==> config.mk <==
export PLATFORM = sky130hd
export DESIGN_NAME = mem_b_reader_flat
export DESIGN_NICKNAME = d
export VERILOG_FILES = /design/src/rtl/mem_b_reader_if.sv /design/src/rtl/mem_b_reader.sv /design/src/flat_wrapper.sv
export SDC_FILE = /design/constraint.sdc
export NUM_CORES = 1
export LEC_CHECK = 0
export CAP_MARGIN = 10
export CORE_MARGIN = 1.5
export CORE_UTILIZATION = 40
export DETAILED_ROUTE_END_ITERATION = 10
export GPL_TIMING_DRIVEN = 0
export PLACE_DENSITY = 0.87
export SKIP_LAST_GASP = 1
export SLEW_MARGIN = 30
export SYNTH_ARGS = -nofsm -noshare
export SYNTH_HDL_FRONTEND = slang
export SYNTH_SLANG_ARGS = --single-unit
==> constraint.sdc <==
create_clock -name i_clk -period 1.7 [get_ports i_clk]
set_input_delay 0.51 -clock i_clk [delete_from_list [all_inputs] [get_ports i_clk]]
set_output_delay 0.51 -clock i_clk [all_outputs]
set_load 0.03 [all_outputs]
==> src/rtl/mem_b_reader_if.sv <==
// Memory B read port plus the valid/ready output stream of the reader.
// master = reader side, slave = memory model / consumer side.
interface mem_b_reader_if #(
    parameter int unsigned DATA_W = 8,
    parameter int unsigned ADDR_W = 3
);
    logic [ADDR_W-1:0] mem_addr;
    logic              mem_re;
    logic [DATA_W-1:0] mem_rdata;
    logic [DATA_W-1:0] out_data;
    logic              out_valid;
    logic              out_ready;

    modport master (
        output mem_addr, mem_re, out_data, out_valid,
        input  mem_rdata, out_ready
    );

    modport slave (
        input  mem_addr, mem_re, out_data, out_valid,
        output mem_rdata, out_ready
    );
endinterface

==> src/rtl/mem_b_reader.sv <==
// Walks memory B from address 0 to DEPTH-1 and streams each word out
// over valid/ready. Every output is a register or a decode of state/address.
module mem_b_reader #(
    parameter int unsigned DATA_W = 8,
    parameter int unsigned ADDR_W = 3,
    parameter int unsigned DEPTH  = 8
) (
    input  logic               i_clk,
    input  logic               i_rst,
    input  logic               i_start,
    mem_b_reader_if.master     bus,
    output logic               o_busy,
    output logic               o_done
);
    localparam logic [2:0] S_IDLE  = 3'd0;
    localparam logic [2:0] S_FETCH = 3'd1;
    localparam logic [2:0] S_CAPT  = 3'd2;
    localparam logic [2:0] S_HOLD  = 3'd3;
    localparam logic [2:0] S_DONE  = 3'd4;

    localparam logic [ADDR_W-1:0] LAST_ADDR = ADDR_W'(DEPTH - 1);

    logic [2:0]        r_state;
    logic [2:0]        w_state_next;
    logic [ADDR_W-1:0] r_addr;
    logic [ADDR_W-1:0] w_addr_next;
    logic [DATA_W-1:0] r_data;
    logic              w_handshake;

    assign w_handshake = (r_state == S_HOLD) && bus.out_ready;

    always_comb begin
        w_state_next = r_state;
        w_addr_next  = r_addr;
        case (r_state)
            S_IDLE: begin
                if (i_start) begin
                    w_state_next = S_FETCH;
                    w_addr_next  = '0;
                end
            end
            S_FETCH: w_state_next = S_CAPT;
            S_CAPT:  w_state_next = S_HOLD;
            S_HOLD: begin
                // Increment only below the last address, so addr never wraps.
                if (w_handshake) begin
                    if (r_addr == LAST_ADDR) begin
                        w_state_next = S_DONE;
                    end else begin
                        w_state_next = S_FETCH;
                        w_addr_next  = r_addr + ADDR_W'(1);
                    end
                end
            end
            S_DONE:  w_state_next = S_IDLE;
            default: w_state_next = S_IDLE;
        endcase
    end

    always_ff @(posedge i_clk) begin
        if (!i_rst) begin
            r_state <= S_IDLE;
            r_addr  <= '0;
            r_data  <= '0;
        end else begin
            r_state <= w_state_next;
            r_addr  <= w_addr_next;
            if (r_state == S_CAPT) begin
                r_data <= bus.mem_rdata;
            end
        end
    end

    assign bus.mem_addr  = r_addr;
    assign bus.mem_re    = (r_state == S_FETCH);
    assign bus.out_data  = r_data;
    assign bus.out_valid = (r_state == S_HOLD);
    assign o_busy        = (r_state != S_IDLE);
    assign o_done        = (r_state == S_DONE);
endmodule

==> src/flat_wrapper.sv <==
// flat-port wrapper written by rule: the top's interface ports become plain ports
module mem_b_reader_flat 
#(
    parameter int unsigned DATA_W = 8,
    parameter int unsigned ADDR_W = 3,
    parameter int unsigned DEPTH  = 8
)
  (i_clk, i_rst, i_start, o_busy, o_done, bus_mem_addr, bus_mem_re, bus_out_data, bus_out_valid, bus_mem_rdata, bus_out_ready);
  mem_b_reader_if #(.DATA_W(DATA_W), .ADDR_W(ADDR_W)) bus_i ();
  input  logic i_clk;
  input  logic i_rst;
  input  logic i_start;
  output logic o_busy;
  output logic o_done;
  output wire logic [$bits(bus_i.mem_addr)-1:0] bus_mem_addr;
  output wire logic [$bits(bus_i.mem_re)-1:0] bus_mem_re;
  output wire logic [$bits(bus_i.out_data)-1:0] bus_out_data;
  output wire logic [$bits(bus_i.out_valid)-1:0] bus_out_valid;
  input wire logic [$bits(bus_i.mem_rdata)-1:0] bus_mem_rdata;
  input wire logic [$bits(bus_i.out_ready)-1:0] bus_out_ready;
  assign bus_mem_addr = bus_i.mem_addr;
  assign bus_mem_re = bus_i.mem_re;
  assign bus_out_data = bus_i.out_data;
  assign bus_out_valid = bus_i.out_valid;
  assign bus_i.mem_rdata = bus_mem_rdata;
  assign bus_i.out_ready = bus_out_ready;
  mem_b_reader #(.DATA_W(DATA_W), .ADDR_W(ADDR_W), .DEPTH(DEPTH)) u_core (.i_clk(i_clk), .i_rst(i_rst), .i_start(i_start), .bus(bus_i), .o_busy(o_busy), .o_done(o_done));
endmodule
==> key figures <==
Logic synthesis
  – Largest cells by area after synthesis: dfxtp_1 (43%), mux2i_1 (12%), nor2_1 (7.6%)
  – Proportion of synthesized chip area in sequential cells: 43.41%
  – Mapped Nets: 76
  – Post-synthesis cell type count: 24
  – Ys flop type: dfxtp_1
  – Top cell type's share of synthesized area: 43.41%
  – Post-synth EDFFs: 0
  – Synth area leader: dfxtp_1
  – Synthesized area per cell: 10.41 sq um
  – Mapped Area: 645.6 sq um
  – Post-synth ARST share: 0%
  – YS warnings: 0
  – Mapped Cells: 62
  – #FFs+latches synth: 14

Finish
  – Ant. Diodes: 0
  – Non-filler instance count after layout: 109
  – Multi-input gate area: 342.8 sq um
  – Area added between synthesis and finish: 47.67%
  – Fraction of layout cells with a size suffix above 1: 26.88%
  – Most frequent cells in the layout: nor2_1 (13), clkdlybuf4s50_1 (11), dlygate4sd2_1 (11), dfxtp_1 (11), mux2i_1 (8)
  – Commonest non-fill, non-tap cell in the layout: nor2_1
  – Register Area: 286.5 sq um
  – Fill cells: 129
  – Total Nets Final: 109

Timing
  – RSZ-0062 raised after global routing: yes
  – Min Tclk post-route: 1703 ps
  – Tcrit/Tclk final: 100.2%
  – Final worst slack: -2.607 ps
  – Post-Route Skew: 0.9249 ps
  – Pins Over Slew Limit: 0
  – Final Setup Violations: 1
  – Hold slack final: 494.1 ps
  – Maximum clock frequency: 0.5873 GHz
  – Slew HR: 76.14%
  – Final hold vios: 0
  – Least-Margin Pin Slew: 355.0 ps

Place
  – Placed cell count: 104
  – DP Wirelength: 949.3 um
  – Port bufs: 26
  – Placer Congestion: 0.8063
  – Place WS: -296.2 ps

Clock network
  – Clock transition at the registers of the reported paths: 80 ps
  – Clk buf depth: 2
  – CTS tree: yes
  – Root buf cell: clkbuf_4
  – Clk_lat worst skew: 280 ps
  – CTS buffer count: 3
  – Sink Count: 14
  – Post-CTS Hold Fix Bufs: 0
  – CTS HTree Levels: 1

Route
  – Vias per cell: 5.037
  – Wl on met1: 607 um
  – Starting DRT DRC Count: 2
  – Drt total wl: 1.320 mm
  – Wire length on met3: 77 um
  – DRT Pass-1 Iters: 2
  – WL/cell: 12.11 um
  – Remaining antenna violation count: 0
  – Met2 WL: 624 um
  – Vias: 549
  – DRC: 0
  – Top Layer Used: met4

Global routing
  – GRT Residual Overflow: 0
  – Pin count of the biggest net entering global routing: 11
  – First-pass GRT wire length: 2.228 mm
  – Initial antenna violation count: 0
  – GRT Util Overall: 15.95%
  – Vias in the first global route: 520

Job
  – Max Cap Violations: 0

Pwr
  – Power Density: 791.0 nW/um^2
  – Leakage power: 0.4399 nW
  – Max VDD drop: 561.0 uV

Setup path
  – Crit-path cells: buf_6 > or3_4 > buf_6
  – Crit-path max FO: 7
  – Worst-path cell with the longest stage delay: dfxtp_2
  – CP endpoint kind: output pin
  – Critical path required time: 1190 ps
  – Crit path largest cell delay: 330 ps
  – Most common cell on crit path: buf_6
  – Crit Path Category: flip-flop to output pin
  – CP Launch Type: flip-flop
  – Worst path arrival time: 1190 ps

Die
  – Die Area: 1864 sq um
  – Initial core utilization: 42.86%
  – # IOs: 27
  – Core box area: 1506 sq um
  – Die width: 43.18 um
  – Chip Height: 43.18 um
  – FP Rows: 14

Run status
  – Failing checks: negative setup slack
  – Status: complete, but fails checks

Min path
  – Hold crit path type: flip-flop to flip-flop
[Yosys cell counts (2+ instances only)]
master / instances
dfxtp_1: 14
nor2_1: 13
mux2i_1: 8
nand2_1: 4
a22o_1: 2
ha_1: 2
nor3b_2: 2
[layer usage]
layer | track usage, % | vias up
li1 | - | 276
met1 | 20.94 | 255
met2 | 25.37 | 16
met3 | 3.830 | 2
met4 | 5.455 | 0
met5 | 0 | -
[power breakdown]
group / total, mW / internal, mW / leakage [nW] / switching, mW
clock network: 0.184 / 0.0821 / 0.0138 / 0.102
registers: 0.365 / 0.347 / 0.115 / 0.0177
logic: 0.205 / 0.102 / 0.311 / 0.103
[registers in the layout, summed over array words and instances, names as in the netlist]
signal	count
u_core.bus.out_data	8
u_core.r_state	3
u_core.bus.mem_addr	3
[what timing repair did]
item                                    4_1_cts  5_1_grt
buffers inserted                              0        3
gates cloned                                  0        0
gates resized for setup                      35        5
pin swaps                                     0        0
endpoints found under the setup margin       15        3
hold endpoints to repair                      0        0
[through the flow]
| stage | total power [mW] | area (sq um) | util, % | TNS [ps] |
|---|---|---|---|---|
| 2_1_floorplan | 0.4958 | 650.6 | - | 0 |
| 3_3_place_gp | 0.5725 | 930.9 | 61.79 | -1013 |
| 3_5_place_dp | 0.5762 | 930.9 | 61.79 | -1221 |
| 4_1_cts | 0.7490 | 929.6 | 61.71 | -158.5 |
| 5_1_grt | 0.7879 | 953.4 | 63.29 | -31.96 |
| 6_report | 0.7542 | 953.4 | 63.29 | -2.607 |
[layout make-up]
cell class	instances	area share, %
plain buffers	2	1.969
repair buffers	29	26.77
flip-flops and latches	14	30.05
well taps	16	2.100
clock buffers	3	2.362
inverters	2	0.7874
multi-input cells	43	35.96
[cell families after synthesis]
logic type / Yosys count / synth area share, %
compound gates: 5 / 8.139
fa+ha+maj: 2 / 3.875
buf+inv: 5 / 4.843
flops: 14 / 43.41
simple gates: 27 / 25.00
mux: 9 / 14.73
[path summary, 6_finish.rpt]
path                               start                     end  slack [ps]  cells past startpoint
setup / recovery       u_core.r_state[1]                  o_busy          -3                      3
hold / removal    u_core.bus.out_data[7]  u_core.bus.out_data[7]         490                      2
setup reg to reg  u_core.bus.mem_addr[0]  u_core.bus.mem_addr[0]         160                      5
hold reg to reg   u_core.bus.out_data[7]  u_core.bus.out_data[7]         490                      2
[critical path, delay by kind of cell (launching register included)]
family / cells / cell delay, ps
and+or+nand+nor: 1 / 320
buffers and inverters: 2 / 260
DFF: 1 / 330
No activity file was read; power rests on OpenSTA's default activity.
